$ cat config.mk
export PLATFORM = sky130hd
export DESIGN_NAME = seq_cycle_counter
export DESIGN_NICKNAME = d
export VERILOG_FILES = /design/src/rtl/seq_counter_pkg.sv /design/src/rtl/seq_cycle_counter.sv
export SDC_FILE = /design/constraint.sdc
export NUM_CORES = 1
export LEC_CHECK = 0
export BUFFER_PORTS_ARGS = -buffer_cell sky130_fd_sc_hd__buf_2
export CAP_MARGIN = 20
export CORE_AREA = 4 4 41 43
export CTS_BUF_LIST = sky130_fd_sc_hd__clkbuf_8
export CTS_CLUSTER_SIZE = 16
export DETAILED_ROUTE_END_ITERATION = 8
export DIE_AREA = 0 0 45 47
export HOLD_SLACK_MARGIN = 0.05
export PLACE_DENSITY = 0.56
export SLEW_MARGIN = 20
export SYNTH_ARGS = -nofsm -noshare
export SYNTH_HDL_FRONTEND = slang
export SYNTH_SLANG_ARGS = --single-unit
$ cat constraint.sdc
create_clock -name clk -period 2.7 [get_ports clk]
set_input_delay 0.54 -clock clk [delete_from_list [all_inputs] [get_ports clk]]
set_output_delay 0.54 -clock clk [all_outputs]
set_load 0.005 [all_outputs]
$ cat src/rtl/seq_counter_pkg.sv
// Shared types and default constants for the sequenced cycle counter.
package seq_counter_pkg;

    typedef enum logic {
        IDLE = 1'b0,
        RUN  = 1'b1
    } state_t;

    localparam int CNT_WIDTH_DEF    = 5;
    localparam int CNT_TERMINAL_DEF = 31;

endpackage : seq_counter_pkg

$ cat src/rtl/seq_cycle_counter.sv
// Start/run/terminal-count controller for multi-cycle multiply/divide sequencing.
// Optional direct-load ports are enabled by defining SEQ_CYCLE_COUNTER_LOAD_EN.
module seq_cycle_counter
    import seq_counter_pkg::*;
#(
    parameter int WIDTH       = CNT_WIDTH_DEF,
    parameter int TERMINAL    = CNT_TERMINAL_DEF,
    parameter int AUTO_RELOAD = 0
) (
    input  logic             clk,
    input  logic             rst,
    input  logic             start,
    input  logic             enable,
    input  logic             abort,
`ifdef SEQ_CYCLE_COUNTER_LOAD_EN
    input  logic             load,
    input  logic [WIDTH-1:0] load_val,
`endif
    output logic [WIDTH-1:0] count,
    output logic             busy,
    output logic             done
);

    if ((TERMINAL < 0) || (TERMINAL > ((2 ** WIDTH) - 1))) begin : g_bad_terminal
        $error("seq_cycle_counter: TERMINAL %0d does not fit in %0d bits", TERMINAL, WIDTH);
    end

    localparam logic [WIDTH-1:0] TERM_C = WIDTH'(TERMINAL);
    localparam logic [WIDTH-1:0] ZERO_C = {WIDTH{1'b0}};
    localparam logic [WIDTH-1:0] ONE_C  = WIDTH'(1'b1);

`ifdef SEQ_CYCLE_COUNTER_LOAD_EN
    // Loaded values past the terminal count would otherwise run until natural overflow.
    function automatic logic [WIDTH-1:0] clamp_load(input logic [WIDTH-1:0] val);
        if (val > TERM_C) begin
            return TERM_C;
        end else begin
            return val;
        end
    endfunction
`endif

    state_t           state_r;
    state_t           state_s;
    logic [WIDTH-1:0] count_r;
    logic [WIDTH-1:0] count_s;
    logic             busy_r;
    logic             busy_s;
    logic             done_r;
    logic             done_s;

    // Next-state, next-count and terminal-event decode.
    always_comb begin
        state_s = state_r;
        count_s = count_r;
        done_s  = 1'b0;
        case (state_r)
            IDLE: begin
`ifdef SEQ_CYCLE_COUNTER_LOAD_EN
                if (load) begin
                    count_s = clamp_load(load_val);
                    state_s = RUN;
                end else
`endif
                if (start) begin
                    count_s = ZERO_C;
                    state_s = RUN;
                end else begin
                    state_s = IDLE;
                end
            end
            RUN: begin
                if (abort) begin
                    count_s = ZERO_C;
                    state_s = IDLE;
                end else
`ifdef SEQ_CYCLE_COUNTER_LOAD_EN
                if (load) begin
                    count_s = clamp_load(load_val);
                    state_s = RUN;
                end else
`endif
                if (start) begin
                    count_s = ZERO_C;
                    state_s = RUN;
                end else if (enable) begin
                    if (count_r == TERM_C) begin
                        done_s = 1'b1;
                        // One-shot parks on TERMINAL so the final step index stays readable.
                        if (AUTO_RELOAD != 0) begin
                            count_s = ZERO_C;
                            state_s = RUN;
                        end else begin
                            state_s = IDLE;
                        end
                    end else begin
                        count_s = count_r + ONE_C;
                    end
                end else begin
                    state_s = RUN;
                end
            end
            default: begin
                count_s = ZERO_C;
                state_s = IDLE;
            end
        endcase
        busy_s = (state_s == RUN);
    end

    // State and output registers with synchronous reset.
    always_ff @(posedge clk) begin
        if (rst) begin
            state_r <= IDLE;
            count_r <= ZERO_C;
            busy_r  <= 1'b0;
            done_r  <= 1'b0;
        end else begin
            state_r <= state_s;
            count_r <= count_s;
            busy_r  <= busy_s;
            done_r  <= done_s;
        end
    end

    assign count = count_r;
    assign busy  = busy_r;
    assign done  = done_r;

endmodule : seq_cycle_counter

==> results.json, run 1 <==
{
  "outcome": "finished clean",
  "die_x_microns": 45,
  "grt_pass1_wl_microns": 1166,
  "synth.distinct_cells": 17,
  "postRouteAntennaNets": 0,
  "cts_setup_buffers": 0,
  "clock-root-buffer": "clkbuf_8",
  "ctsHtreeMaxLevel": 1,
  "critPathMaxFanout": 5,
  "grt_max_degree": 9,
  "p_leak_nw": 0.2272,
  "syn_to_final_growth_pct": 34.55,
  "synthCells": 35,
  "syn_avg_cell_area_sq_um": 9.831,
  "cts_sinks": 7,
  "dr_total_vias": 310,
  "synthTopCellsByArea": "dfxtp_1, ha_1, a32o_2",
  "min_period_ps": 1792,
  "routed_wl_microns": 742,
  "yosysTopAreaCell": "dfxtp_1",
  "rows": 13,
  "ys_seq_area_share_pct": 40.73,
  "max_cap_viol_count": 0,
  "nFillCells": 151,
  "layout_common_cells": "buf_2, dfxtp_1, nand2_1",
  "cts_tree": "done",
  "tns_ps": 0,
  "first_iter_violations": 15,
  "crit_path_start_kind": "flip-flop",
  "avgRoutedWirePerCell_microns": 11.42,
  "hold_violations": 0,
  "hold_buffers": 0,
  "drt-pass1-iter-count": 4,
  "required_ps": 2810,
  "ctsResizeCount": 0,
  "fin_nets": 58,
  "core_sq_um": 1301,
  "min_path_type": "flip-flop to flip-flop",
  "grt.overflow.total": 0,
  "mostFrequentLayoutCell": "buf_2",
  "vias_per_cell": 4.769,
  "crit_type": "flip-flop to flip-flop",
  "wl_met3_microns": 74,
  "drive_above_1_share_pct": 40.00,
  "finalWeightedCongestion": 0.7597,
  "r2r_cells": 6,
  "hold_depth": 2,
  "vdd_drop_max_uv": 335.1,
  "worstMarginPinSlew_ps": 472.6,
  "holdPathEnd": "count[3]$_SDFFE_PP0P_",
  "die_h_microns": 47,
  "io_buffers": 11,
  "critical_path_arrival_ps": 1910,
  "cts.path.max_buffers": 2,
  "top_layer_used": "met4",
  "slew_headroom_pct": 68.31,
  "rsz0062_at_grt": "false",
  "yosysTopAreaCellShare_pct": 40.73,
  "end_kind": "flip-flop",
  "antenna_cells": 0,
  "numCtsBuffers": 3,
  "clock_skew_ps": 0.2115,
  "synth-seq-cells": 7,
  "clkLatencyLatePin_ps": 220,
  "powerDensity_nw_per_um2": 574.3,
  "start_util_pct": 26.44,
  "yosysWarnings": 0,
  "r2r-end": "count[4]$_SDFFE_PP0P_",
  "max_freq_mhz": 558.0,
  "ff2ff_setup_slack_ps": 910,
  "r2r-start": "count[0]$_SDFFE_PP0P_",
  "min_from": "count[3]$_SDFFE_PP0P_",
  "syn_nets": 42,
  "drt-met1-wl_microns": 356,
  "route.detailed.drc": 0,
  "fp.dieArea_sq_um": 2115,
  "slew_viol_final": 0,
  "path_clk_slew_ps": 40,
  "wl_met2_microns": 304,
  "first_global_vias": 278,
  "hold_slack_ps": 483.2,
  "post-route-period-util_pct": 66.37,
  "antenna_found_initial": 0,
  "track_usage_pct": 8.162,
  "netlist_area_sq_um": 344.1,
  "num_io_pins": 12,
  "finalSetupViolations": 0
}
-- cell type report --
type                    count  area [sq um]  area share [%]
clock buffers               3         41.29           8.919
inverters                   1         3.754          0.8108
multi-input cells          27         200.2           43.24
flip-flops and latches      7         140.1           30.27
clock inverters             1         3.754          0.8108
well taps                  15         18.77           4.054
repair buffers             11         55.05           11.89
-- cell usage after synthesis --
library cell	instances
dfxtp_1	7
nand2_1	4
a21oi_1	3
nand2b_1	3
a211oi_1	2
a32o_2	2
ha_1	2
mux2i_1	2
nor2_1	2
a21bo_2	1
a31o_1	1
and3_1	1
inv_1	1
nand4_1	1
nor2_2	1
nor3_2	1
or4b_4	1
-- critical path: stages (launching register included) --
cell,delay (ps)
dfxtp_1,340
ha_1,220
and3_1,200
ha_1,190
nand2b_1,220
a21bo_2,260
a32o_2,250
-- layer usage --
layer	vias to the layer above	GRT usage (%)
li1	159	-
met1	137	9.633
met2	12	11.02
met3	2	6.130
met4	0	3.509
met5	-	0
-- power breakdown --
group | internal (mW) | switching, mW | leakage, nW
combinational | 0.00739 | 0.00904 | 0.144
sequential | 0.105 | 0.00259 | 0.0567
clock | 0.0981 | 0.0434 | 0.0269
total | 0.211 | 0.0550 | 0.227
-- kinds of logic after synthesis --
family                   after synthesis  synth area share [%]
AND/OR/NAND/NOR                       14                 24.37
buffers and inverters                  1                 1.090
flip-flops                             7                 40.73
multiplexers                           2                 5.818
AO/OA/AOI/OAI                          9                 20.72
adder cells (fa/ha/maj)                2                 7.272
-- worst max-delay path by stage --
stage | end | startpoint | cells after the start
floorplan | count[1]$_SDFFE_PP0P_ | count[0]$_SDFFE_PP0P_ | 6
global placement | count[4]$_SDFFE_PP0P_ | count[0]$_SDFFE_PP0P_ | 6
detailed placement | count[4]$_SDFFE_PP0P_ | count[0]$_SDFFE_PP0P_ | 6
CTS | count[4]$_SDFFE_PP0P_ | count[0]$_SDFFE_PP0P_ | 6
global route | count[4]$_SDFFE_PP0P_ | count[0]$_SDFFE_PP0P_ | 6
finish | count[4]$_SDFFE_PP0P_ | count[0]$_SDFFE_PP0P_ | 6
-- state kept, by name (all words and copies together), names as in the netlist --
signal,cells
count,5
busy,1
done,1
-- through the flow --
step           instances  area [sq um]  power, mW  util, %  setup slack (ps)
3_3_place_gp          61         417.9     0.1261    32.12             926.8
6_report              65         462.9     0.2659    35.58             908.0
5_1_grt               65         462.9     0.2794    35.58             823.6
2_1_floorplan         35         344.1     0.1180        -             990.3
3_5_place_dp          61         417.9     0.1262    32.12             907.1
4_1_cts               65         462.9     0.2697    35.58             897.5
No activity file was read; power rests on OpenSTA's default activity.
==> run 2: changes to the inputs <==
==> constraint.sdc (replaced) <==
create_clock -name clk -period 1.75 [get_ports clk]
set_input_delay 0.35 -clock clk [delete_from_list [all_inputs] [get_ports clk]]
set_output_delay 0.35 -clock clk [all_outputs]
set_load 0.005 [all_outputs]
==> run 2 against run 1 <==
Effect of this change: fmax increased by 8.3%; highest routed layer unchanged; non-clock buffer count increased by 2; register-to-register slack worse by 810 ps; core utilization rose by 1.4 points; cell count is 3.1% higher; worst hold slack lost 140 ps; wire length up 8.4%; sequential cell count stayed put; sequential power increased by 55%.
==> results.json, run 2 (synthesized netlist as in run 1, its figures left out) <==
{
  "fin_cells": 67,
  "start_util_pct": 26.44,
  "critical_path_arrival_ps": 1770,
  "grt_pass1_wl_microns": 1297,
  "combPwrFrac_pct": 7.0,
  "post-route-period-util_pct": 94.58,
  "rsz0062_at_grt": "false",
  "grt.overflow.total": 0,
  "finalWeightedCongestion": 0.7684,
  "drive_above_1_share_pct": 44.23,
  "cts_setup_buffers": 0,
  "seqPwrFrac_pct": 39.9,
  "p_sw_share_pct": 21.55,
  "critPathMaxFanout": 4,
  "p_sw_uw": 89.96,
  "antenna_cells": 0,
  "nFillCells": 146,
  "first_global_vias": 340,
  "ctsResizeCount": 0,
  "min_period_ps": 1655,
  "hpwl_microns": 588.4,
  "io_buffers": 11,
  "cts_sinks": 7,
  "ctsHtreeMaxLevel": 1,
  "die_x_microns": 45,
  "postRouteAntennaNets": 0,
  "hold_slack_ps": 345.6,
  "pwr-share-clk_pct": 53.1,
  "path_clk_slew_ps": 40,
  "crit_path_start_kind": "flip-flop",
  "routed_wl_microns": 804,
  "power_uw": 417.5,
  "internal-power_uw": 327.5,
  "dr_total_vias": 320,
  "antenna_found_initial": 0,
  "cts.path.max_buffers": 2,
  "final_area_sq_um": 481.7,
  "placed_cells": 63,
  "clock_skew_ps": 5.441,
  "post-place-ws_ps": 109.3,
  "final_core_util_pct": 37.02,
  "hold_buffers": 0,
  "tns_ps": 0,
  "max_freq_mhz": 604.2,
  "powerDensity_nw_per_um2": 866.7,
  "first_iter_violations": 6,
  "end_kind": "flip-flop",
  "avgRoutedWirePerCell_microns": 12.00,
  "core_sq_um": 1301,
  "hold_violations": 0,
  "slew_viol_final": 0,
  "vias_per_cell": 4.776,
  "cts_tree": "done",
  "crit_type": "flip-flop to flip-flop",
  "drt-pass1-iter-count": 4,
  "num_io_pins": 12,
  "finalWorstSetupSlack_ps": 94.83,
  "syn_to_final_growth_pct": 40.00,
  "route.detailed.drc": 0,
  "die_h_microns": 47,
  "p_leak_nw": 0.2370,
  "required_ps": 1860,
  "grt_max_degree": 9,
  "clkLatencyLatePin_ps": 230,
  "placed_area_sq_um": 432.9,
  "layout_common_cells": "buf_2, dfxtp_1, nand2_1",
  "numCtsBuffers": 3,
  "slew_headroom_pct": 65.97,
  "fp.dieArea_sq_um": 2115,
  "max_cap_viol_count": 0,
  "fin_nets": 60,
  "vdd_drop_max_uv": 430.2,
  "clock-root-buffer": "clkbuf_8",
  "finalSetupViolations": 0,
  "min_path_type": "input port to flip-flop",
  "outcome": "finished clean",
  "largest_register_ffs": 5,
  "track_usage_pct": 9.012,
  "mostFrequentLayoutCell": "buf_2",
  "worstMarginPinSlew_ps": 507.4,
  "rows": 13
}
==> run 2: cell types whose count changed in the layout (fill, tap and decap cells not counted), sizes merged <==
cell,change
buf,+2
==> run 2: cell type report <==
| cell class | count | area (sq um) | area share [%] |
|---|---|---|---|
| sequential | 7 | 140.1 | 29.09 |
| clock inverter | 1 | 3.754 | 0.7792 |
| clock buffer | 3 | 41.29 | 8.571 |
| multi-input combinational | 27 | 203.9 | 42.34 |
| tap | 15 | 18.77 | 3.896 |
| timing repair buffer | 13 | 70.07 | 14.55 |
| inverter | 1 | 3.754 | 0.7792 |
==> run 2: power groups by stage <==
| stage | sequential, mW | clock, mW | combinational [mW] |
|---|---|---|---|
| after CTS | 0.166 | 0.229 | 0.0289 |
| after global placement | 0.169 | 0 | 0.0283 |
| after global routing | 0.167 | 0.238 | 0.0326 |
| after floorplan | 0.169 | 0 | 0.0136 |
| after detailed placement | 0.169 | 0 | 0.0285 |
| final | 0.167 | 0.222 | 0.0293 |
==> run 2: per-layer routing <==
metal  vias up  GRT usage, %  wire length (microns)
met5         -             0                      0
met3         3         6.513                     80
met4         0         4.094                     14
met1       139         9.567                    376
met2        13         13.56                    333
li1        165             -                      -
==> run 2: worst paths after layout <==
check	slack (ps)	endpoint	cells past startpoint	from
max	90	count[4]$_SDFFE_PP0P_	6	count[1]$_SDFFE_PP0P_
min	350	busy$_SDFF_PP0_	2	rst
max reg2reg	90	count[4]$_SDFFE_PP0P_	6	count[1]$_SDFFE_PP0P_
min reg2reg	490	count[3]$_SDFFE_PP0P_	2	count[3]$_SDFFE_PP0P_
==> run 2: worst max-delay path: stages (launching register included) <==
cell	delay (ps)
dfxtp_1	320
ha_1	200
and3_1	190
ha_1	190
nand2b_1	150
a21bo_2	230
a32o_2	260
==> run 3: changes to the inputs <==
--- a/config.mk
+++ b/config.mk
@@ -13,7 +13,6 @@
 export DETAILED_ROUTE_END_ITERATION = 8
 export DIE_AREA = 0 0 45 47
 export HOLD_SLACK_MARGIN = 0.05
-export PLACE_DENSITY = 0.56
 export SLEW_MARGIN = 20
 export SYNTH_ARGS = -nofsm -noshare
 export SYNTH_HDL_FRONTEND = slang
==> constraint.sdc (replaced) <==
create_clock -name clk -period 1.5 [get_ports clk]
set_input_delay 0.3 -clock clk [delete_from_list [all_inputs] [get_ports clk]]
set_output_delay 0.3 -clock clk [all_outputs]
set_load 0.005 [all_outputs]
==> run 3 against run 2 <==
Effect of this change: the flow now finishes with violations (setup timing); sequential share of layout area is 3.4 points lower; power increased by 18%; cell count grew 6.0%; core utilization is 5.6 points higher; register-to-register slack got worse by 110 ps; sequential power grew 16%; clock skew down 4.3 ps; sequential cell count did not move; non-clock buffer count rose by 4; count of clock-buffer cells in the layout did not move; global-route usage up 1.1 points; critical endpoint unchanged.
==> results.json, run 3 (synthesized netlist as in run 1, its figures left out) <==
{
  "outcome": "complete, but fails checks",
  "failed_checks": "setup timing",
  "vdd_drop_max_uv": 425.7,
  "placed_area_sq_um": 475.5,
  "setup.worst_path.start": "count[1]$_SDFFE_PP0P_",
  "hold_buffers": 0,
  "slowest_delay_ps": 330,
  "antenna_found_initial": 0,
  "cts_sinks": 7,
  "min_period_ps": 1513,
  "max_freq_mhz": 661.1,
  "r2r-end": "count[4]$_SDFFE_PP0P_",
  "num_io_pins": 12,
  "crit_path_start_kind": "flip-flop",
  "routed_wl_microns": 883,
  "die_h_microns": 47,
  "p_leak_nw": 0.2552,
  "ctsHtreeMaxLevel": 1,
  "clock_skew_ps": 1.160,
  "hold_slack_ps": 284.7,
  "nFillCells": 147,
  "max_cap_viol_count": 0,
  "cp_common_cell": "ha_4",
  "required_ps": 1620,
  "post-place-ws_ps": -21.65,
  "dr_total_vias": 338,
  "final_core_util_pct": 42.60,
  "grt_pass1_wl_microns": 1393,
  "mostFrequentLayoutCell": "buf_2",
  "critical_path_arrival_ps": 1630,
  "hold_depth": 2,
  "start_util_pct": 26.44,
  "layout_common_cells": "buf_2, buf_4, dfxtp_1",
  "track_usage_pct": 10.12,
  "postRouteAntennaNets": 0,
  "core_sq_um": 1301,
  "io_buffers": 11,
  "first_iter_violations": 5,
  "r2r-start": "count[1]$_SDFFE_PP0P_",
  "grt.overflow.total": 0,
  "drt-pass1-iter-count": 4,
  "drive_above_1_share_pct": 57.14,
  "finalSetupViolations": 2,
  "largest_register_ffs": 5,
  "cp_cell_sequence": "ha_4 > and3_4 > ha_4 > nand2b_4 > a21bo_4 > a32o_2",
  "power_uw": 494.2,
  "min_path_type": "input port to flip-flop",
  "cts.path.max_buffers": 2,
  "die_x_microns": 45,
  "hpwl_microns": 661.7,
  "multi_input_area_sq_um": 244.0,
  "cts_tree": "done",
  "first_global_vias": 351,
  "regArea_sq_um": 142.6,
  "vias_per_cell": 4.761,
  "rows": 13,
  "worstMarginPinSlew_ps": 492.1,
  "fp.dieArea_sq_um": 2115,
  "slowest_stage": "dfxtp_2",
  "end_kind": "flip-flop",
  "slew_viol_final": 0,
  "ff2ff_setup_slack_ps": -10,
  "post-route-period-util_pct": 100.8,
  "antenna_cells": 0,
  "finalWorstSetupSlack_ps": -12.52,
  "holdPathEnd": "busy$_SDFF_PP0_",
  "tns_ps": -24.22,
  "avgRoutedWirePerCell_microns": 12.44,
  "finalWeightedCongestion": 0.8087,
  "crit_type": "flip-flop to flip-flop",
  "hold_violations": 0,
  "placed_cells": 64,
  "fin_nets": 64,
  "path_clk_slew_ps": 40,
  "clock-root-buffer": "clkbuf_8",
  "slew_headroom_pct": 67.00,
  "critPathMaxFanout": 4,
  "fin_cells": 71,
  "syn_to_final_growth_pct": 61.09,
  "min_from": "rst",
  "powerDensity_nw_per_um2": 891.6,
  "r2r_cells": 6,
  "numCtsBuffers": 3,
  "final_area_sq_um": 554.3,
  "route.detailed.drc": 0,
  "rsz0062_at_grt": "true",
  "grt_max_degree": 9,
  "clkLatencyLatePin_ps": 230
}
==> run 3: cell types whose count changed in the layout (fill, tap and decap cells not counted), moves of 2 or more <==
cell     before  now
buf_4         2    6
dfxtp_1       7    5
dfxtp_2       0    2
ha_1          2    0
ha_4          0    2
==> run 3: cell type report <==
class	count	share of cell area (%)
Multi-Input combinational cell	27	44.02
Timing Repair Buffer	17	18.06
Tap cell	15	3.386
Clock inverter	1	0.6772
Inverter	1	0.6772
Clock buffer	3	7.449
Sequential cell	7	25.73
==> run 3: routing by layer <==
| metal | up-vias | track usage [%] | wire length [microns] |
|---|---|---|---|
| met5 | - | 0 | 0 |
| met4 | 0 | 10.53 | 16 |
| met3 | 2 | 3.831 | 61 |
| met2 | 9 | 15.54 | 409 |
| met1 | 155 | 10.25 | 394 |
| li1 | 172 | - | - |
==> run 3: repair_timing <==
action | CTS | global route
cloned | 0 | 0
resized for setup | 1 | 1
buffers inserted | 1 | 2
endpoints found under the setup margin | 2 | 3
pin swaps | 0 | 2
==> run 3: critical path: cells and delay by family, from the launching register on <==
family	cells	cell delay, ps
simple gates	2	320
flops	1	330
compound gates	2	450
fa+ha+maj	2	310
==> run 3: worst max-delay path by stage <==
stage          cells past startpoint                    end
3_3_place_gp                       6  count[4]$_SDFFE_PP0P_
3_5_place_dp                       6  count[1]$_SDFFE_PP0P_
2_1_floorplan                      6  count[1]$_SDFFE_PP0P_
4_1_cts                            6  count[4]$_SDFFE_PP0P_
5_1_grt                            6  count[4]$_SDFFE_PP0P_
6_report                           6  count[4]$_SDFFE_PP0P_
==> run 3: power by group <==
group | internal [mW] | switching [mW]
clock | 0.177 | 0.0858
sequential | 0.190 | 0.00447
combinational | 0.0186 | 0.0185
